File: src/rtl/segmented_pipeline_adder.sv
// Segmented carry-pipelined adder/subtractor: each stage adds one SEG_WIDTH slice
// and passes its carry, the finished low result and the pending upper operands on.
module segmented_pipeline_adder #(
    parameter int DATA_WIDTH = 16,
    parameter int SEG_WIDTH  = 4
) (
    input  logic                  clk,
    input  logic                  reset,
    input  logic                  in_valid,
    output logic                  in_ready,
    input  logic [DATA_WIDTH-1:0] in0,
    input  logic [DATA_WIDTH-1:0] in1,
    input  logic                  cin,
    input  logic                  sub,
    output logic                  out_valid,
    input  logic                  out_ready,
    output logic [DATA_WIDTH-1:0] out,
    output logic                  cout,
    output logic                  overflow
);

    localparam int NSEG = (SEG_WIDTH > 0) ? DATA_WIDTH / SEG_WIDTH : 1;
    localparam int TOP  = NSEG - 1;

    generate
        if ((SEG_WIDTH < 1) ? 1'b1 : ((DATA_WIDTH % SEG_WIDTH) != 0)) begin : g_bad_cfg
            $error("DATA_WIDTH must be a positive multiple of SEG_WIDTH");
        end
    endgenerate

    logic                  advance;
    logic [NSEG-1:0]       v_q;
    logic [NSEG-1:0]       v_d;
    logic [NSEG-1:0]       c_q;
    logic [NSEG-1:0]       c_d;
    logic                  ovf_q;
    logic                  ovf_d;
    logic [DATA_WIDTH-1:0] a_q [NSEG];
    logic [DATA_WIDTH-1:0] a_d [NSEG];
    logic [DATA_WIDTH-1:0] b_q [NSEG];
    logic [DATA_WIDTH-1:0] b_d [NSEG];
    logic [DATA_WIDTH-1:0] r_q [NSEG];
    logic [DATA_WIDTH-1:0] r_d [NSEG];

    logic [NSEG-1:0]       st_v;
    logic [NSEG-1:0]       st_c;
    logic [DATA_WIDTH-1:0] st_a [NSEG];
    logic [DATA_WIDTH-1:0] st_b [NSEG];
    logic [DATA_WIDTH-1:0] st_r [NSEG];
    logic [SEG_WIDTH:0]    seg_sum [NSEG];
    logic                  msb_cin;

    // A held result blocks the whole pipe; otherwise every stage shifts.
    assign in_ready  = !(out_valid && !out_ready);
    assign advance   = in_ready;
    assign out_valid = v_q[TOP];
    assign out       = r_q[TOP];
    assign cout      = c_q[TOP];
    assign overflow  = ovf_q;

    // Stage inputs: stage 0 takes the operands (subtract as in0 + ~in1 + 1), later stages their predecessor.
    always_comb begin
        st_v[0] = in_valid;
        st_a[0] = in0;
        st_b[0] = sub ? ~in1 : in1;
        st_c[0] = sub ? 1'b1 : cin;
        st_r[0] = '0;
        for (int k = 1; k < NSEG; k++) begin
            st_v[k] = v_q[k-1];
            st_a[k] = a_q[k-1];
            st_b[k] = b_q[k-1];
            st_c[k] = c_q[k-1];
            st_r[k] = r_q[k-1];
        end
    end

    // Per-stage segment add and next-state selection; invalid slots keep their old data.
    always_comb begin
        for (int k = 0; k < NSEG; k++) begin
            seg_sum[k] = {1'b0, st_a[k][k*SEG_WIDTH +: SEG_WIDTH]}
                       + {1'b0, st_b[k][k*SEG_WIDTH +: SEG_WIDTH]}
                       + {{SEG_WIDTH{1'b0}}, st_c[k]};
            v_d[k] = advance ? st_v[k] : v_q[k];
            if (advance && st_v[k]) begin
                a_d[k] = st_a[k];
                b_d[k] = st_b[k];
                r_d[k] = st_r[k];
                r_d[k][k*SEG_WIDTH +: SEG_WIDTH] = seg_sum[k][SEG_WIDTH-1:0];
                c_d[k] = seg_sum[k][SEG_WIDTH];
            end else begin
                a_d[k] = a_q[k];
                b_d[k] = b_q[k];
                r_d[k] = r_q[k];
                c_d[k] = c_q[k];
            end
        end
        // Carry into the MSB recovered from the sum bit: s = a ^ b ^ c_in.
        msb_cin = st_a[TOP][DATA_WIDTH-1] ^ st_b[TOP][DATA_WIDTH-1] ^ seg_sum[TOP][SEG_WIDTH-1];
        if (advance && st_v[TOP]) begin
            ovf_d = msb_cin ^ seg_sum[TOP][SEG_WIDTH];
        end else begin
            ovf_d = ovf_q;
        end
    end

    // Pipeline registers with synchronous reset.
    always_ff @(posedge clk) begin
        if (reset) begin
            v_q   <= '0;
            c_q   <= '0;
            ovf_q <= 1'b0;
            for (int k = 0; k < NSEG; k++) begin
                a_q[k] <= '0;
                b_q[k] <= '0;
                r_q[k] <= '0;
            end
        end else begin
            v_q   <= v_d;
            c_q   <= c_d;
            ovf_q <= ovf_d;
            for (int k = 0; k < NSEG; k++) begin
                a_q[k] <= a_d[k];
                b_q[k] <= b_d[k];
                r_q[k] <= r_d[k];
            end
        end
    end

endmodule

File: config.mk
export PLATFORM = sky130hd
export DESIGN_NAME = segmented_pipeline_adder
export DESIGN_NICKNAME = d
export VERILOG_FILES = /design/src/rtl/segmented_pipeline_adder.sv
export SDC_FILE = /design/constraint.sdc
export NUM_CORES = 1
export LEC_CHECK = 0
export CORE_UTILIZATION = 43
export DETAILED_ROUTE_END_ITERATION = 10
export HOLD_SLACK_MARGIN = 0.12
export PLACE_DENSITY = 0.63
export SYNTH_ARGS = -nofsm -noshare
export SYNTH_HDL_FRONTEND = slang
export SYNTH_SLANG_ARGS = --single-unit
File: constraint.sdc
create_clock -name clk -period 3.1 [get_ports clk]
set_clock_uncertainty 0.05 [all_clocks]
set_input_delay 0.31 -clock clk [delete_from_list [all_inputs] [get_ports clk]]
set_output_delay 0.31 -clock clk [all_outputs]
set_load 0.005 [all_outputs]
Yosys cells after proc, flatten, opt, wreduce, memory -nomap -nowiden. Memory sizes are Yosys's and may differ from the RTL's. Index checks and enable logic that the tools add are counted.

Flip-flop bits (word level): 9. Bits in writable memories: 192. Bits of input ports: 38. Output and inout bits: 20. Logic and storage cells: 71. Memories kept: 3.

Add/subtract/negate cells: 8. Equal/unequal tests: 1. Muxes and demuxes: 29. Bitwise gates (word level): 16. Reduce and logical (&&, ||, !) cells: 8.

Memory list: a_q (words 4, width 16, read ports 3, clocked after Yosys merged registers in 0, wr ports 4, RTL line 38) `logic [DATA_WIDTH-1:0] a_q [NSEG];`; b_q (words 4, width 16, read ports 3, clocked after Yosys merged registers in 0, wr ports 4, RTL line 40) `logic [DATA_WIDTH-1:0] b_q [NSEG];`; r_q (words 4, width 16, read ports 4, clocked after Yosys merged registers in 0, wr ports 4, RTL line 42) `logic [DATA_WIDTH-1:0] r_q [NSEG];`.

Operator list (count): two-way mux 16 bit (25); adder 4 x 4 -> 5 bit (4); adder 5 x 1 -> 5 bit (4); inverter 16 bit (1); bitwise OR 1 bit (12); logical AND 1 bit (5); two-way mux 1 bit (4); XOR 1 bit (3); zero test 1 bit (2); AND reduction 2 bit (1); inequality test 1 bit (second input constant) (1).

Depth between registers and ports, before layout.
Depth after elaboration: 7. Gate-level depth with buffers: 8. Depth with buffers taken out: 6.

Least setup slack after synthesis. OpenSTA, ideal clock, no wires.

Kind: input port to flip-flop. From: input port sub. To: register c_q[0]. Library setup time: 130 ps. Data arrival time: 2230 ps. Data required time: 2920 ps. Setup slack: 690 ps. Stages: 8. Path buffers: 2. Cells stage by stage: buf_2 > buf_2 > or2_2 > fa_1 > fa_1 > a21o_1 > a211oi_1 > nor3_1.

Cells in the longest elaborated chain, start to end: 3. Elaborated cells between the ends (all ways): 4. Classes of those cells: 2 x add/sub; 2 x mux.

Ends and longest elaborated chain: from (decl) (RTL line 14) `input logic sub,`; two-way mux 16 bit (RTL line 65) `st_b[0] = sub ? ~in1 : in1;`; adder 4 x 4 -> 5 bit (RTL line 81) `+ {1'b0, st_b[k][k*SEG_WIDTH +: SEG_WIDTH]}`; adder 5 x 1 -> 5 bit * (RTL line 82) `+ {{SEG_WIDTH{1'b0}}, st_c[k]};`; to (signal assigned) (RTL line 110) `c_q <= '0;`; to (signal assigned) (RTL line 119) `c_q <= c_d;`; to (decl) (RTL line 34) `logic [NSEG-1:0] c_q;`.

Mark *: on every way between the ends. The rest lies on a longest branch, timed or not. A chain may end at the register's enable or synchronous reset.

==> qor.yml <==
placed_design:
  hpwlAfterDp_um: 5413
  gp_congestion: 0.7776
  port_buffers: 57
min_path:
  min-delay-path-class: "register to register"
setup_path:
  crit_path_max_fanout: 15
  end_kind: "register"
  critPathKind: "input port to register"
  cp_data_arrival_time_ps: 2460
  required_ps: 3300
  crit_path_start_kind: "input port"
power:
  intPower_mw: 1.816
  leakage_nw: 1.756
  combinationalPowerShare_pct: 10.4
  peakVddDrop_mv: 0.2362
  cellPowerDensity_mw_per_mm2: 503.6
  clkPwrFrac_pct: 34.7
  seq_power_share_pct: 54.9
  switching_power_mw: 0.5940
  swShare_pct: 24.65
floorplan:
  core_mm2: 0.008848
  io_pins: 58
  die_y_um: 98.30
  dieArea_mm2: 0.009663
  chipWidth_um: 98.30
  num_rows: 34
  start_util_pct: 45.07
final_layout:
  area_growth_pct: 20.02
  multiInputGateArea_mm2: 0.001879
  diodes: 0
  nNetsFinal: 566
  num-fill-cells: 844
  utilization_pct: 54.09
  seqCellArea_mm2: 0.001942
  drive_above_1_share_pct: 4.678
global_routing:
  track_usage_pct: 17.80
  grt_max_degree: 99
  grt_pass1_vias: 2968
  grt_pass1_wl_um: 13860
  overflow: 0
  grt_antenna_before_repair: 0
synth:
  synthesis.area_mm2: 0.003988
  ys_seq_area_share_pct: 48.70
  yosysUniqueCellTypes: 29
  ys_ff_latch: 97
  synth_edf_count: 0
  synth_nets: 525
  synthCells: 467
  ys_warn_count: 0
  ys_async_sr_fraction_pct: 0
  ys.flop_type: "dfxtp_1"
  syn_area_per_cell_um2: 8.539
route:
  drt-total-wl_um: 7803
  post-route-drc-count: 2
  drt_iter0_drc: 131
  num_vias: 3110
  post_drt_wl_per_cell_um: 12.57
  avgViaCountPerCell: 5.008
  dr.pass1.iters: 10
  postRouteAntennaNets: 0
clock_network:
  htree_levels: 3
  cts_hold_buf: 0
  clock_path_buffers: 2
  cts_buffers: 9
  cts_tree: "built"
  cts_sinks: 97
  clk_pin_slew_ps: 90
  ctsResizeCount: 0
  clock_latency_ps: 360
  clockRootBuffer: "clkbuf_8"
  post_cts_buffers: 0
sta:
  slew_viol_final: 0
  post-route-period-util_pct: 73.09
  setup_viol: 0
  post-route-min-period_ps: 2266
  rsz0062_at_grt: "no"
  tns_ps: 0
  whs_ps: 407.0
  worst_pin_slew_ps: 728.2
  clock.fmax_ghz: 0.4413
  hold_violations: 0
  max-slew-margin-rel_pct: 51.34
run:
  max_cap_viol_count: 0
outcome:
  outcome: "complete, but fails checks"
  failed_checks: "design-rule violations"
[worst max-delay path, cell delays in order]
cell             delay, ps
clkdlybuf4s50_1        540
buf_4                  280
xor2_1                 270
ha_1                   280
a21o_1                 180
a21oi_1                200
nor4_1                  70
a311o_1                330
[stage by stage]
step	std cells	instance area [um^2]	setup WS, ps	total power, mW
2_1_floorplan	467	3988	689.7	1.511
3_3_place_gp	605	4583	504.0	1.599
3_5_place_dp	605	4583	456.0	1.605
4_1_cts	621	4786	807.7	2.441
5_1_grt	621	4786	698.8	2.535
6_report	621	4786	834.2	2.410
[area by class of cell]
type | instances | share of cell area [%]
multi-input cells | 334 | 39.27
repair buffers | 61 | 12.71
inverters | 5 | 0.3922
clock buffers | 11 | 2.954
flip-flops and latches | 97 | 40.58
well taps | 108 | 2.824
clock inverters | 5 | 1.281
[cell usage after synthesis, types with 4 or more instances]
library cell | instances | share of area (%)
nand2_1 | 143 | 13
dfxtp_1 | 97 | 49
a21oi_1 | 76 | 9.5
nor2_1 | 24 | 2.3
a211oi_1 | 21 | 4.0
buf_2 | 18 | 2.3
xnor2_1 | 17 | 3.7
ha_1 | 12 | 3.8
clkbuf_1 | 10 | 0.94
fa_1 | 8 | 4.0
a21o_1 | 7 | 1.3
xor2_1 | 5 | 1.1
inv_1 | 4 | 0.38
[layer usage]
metal | wire [um] | vias up | global-route usage, %
met2 | 3507 | 61 | 28.44
li1 | - | 1630 | -
met1 | 3940 | 1411 | 23.92
met4 | 95 | 0 | 5.970
met5 | 0 | - | 0
met3 | 260 | 8 | 3.865
[state kept, by name, summed over array words and instances, names as in the netlist]
name,cells
v_q,4
overflow,1
a_q,24
c_q,4
r_q,40
b_q,24
[cells in the final DEF (no fill, tap or decap), types with 4 or more instances in the layout]
cell type        netlist  final
nand2_1              143    143
dfxtp_1               97     97
a21oi_1               76     76
clkdlybuf4s50_1        0     56
nor2_1                24     24
a211oi_1              21     21
xnor2_1               17     17
ha_1                  12     12
clkbuf_8               0     10
fa_1                   8      8
a21o_1                 7      7
xor2_1                 5      5
inv_1                  4      4
[path summary, 6_finish.rpt]
check | start | endpoint | slack, ps | cells past startpoint
worst max-delay path | sub | r_q[0][3]$_SDFFE_PP0P_ | 830 | 8
worst min-delay path | r_q[3][0]$_SDFFE_PP0P_ | r_q[3][0]$_SDFFE_PP0P_ | 410 | 2
worst max register to register | c_q[2]$_SDFFE_PP0P_ | overflow$_SDFFE_PP0P_ | 1020 | 6
worst min register to register | r_q[3][0]$_SDFFE_PP0P_ | r_q[3][0]$_SDFFE_PP0P_ | 410 | 2
[power by group through the flow]
| stage | Sequential, mW | Combinational, mW | Clock [mW] |
|---|---|---|---|
| after CTS | 1.32 | 0.254 | 0.864 |
| after floorplan | 1.34 | 0.168 | 0 |
| after global placement | 1.35 | 0.248 | 0 |
| final | 1.32 | 0.251 | 0.837 |
| after detailed placement | 1.35 | 0.253 | 0 |
| after global routing | 1.33 | 0.286 | 0.918 |
[logic make-up (layout without fill, tap and decap cells)]
| group | Yosys count | count (layout) | share of synthesized area [%] |
|---|---|---|---|
| DFF | 97 | 97 | 48.70 |
| xor gates and xnor gates | 22 | 22 | 4.832 |
| buffers and inverters | 36 | 82 | 4.173 |
| AOI/OAI and AO/OA | 109 | 109 | 15.88 |
| adders and majority gates | 20 | 20 | 7.781 |
| and+or+nand+nor | 183 | 183 | 18.64 |
No activity file was read; power rests on OpenSTA's default activity.
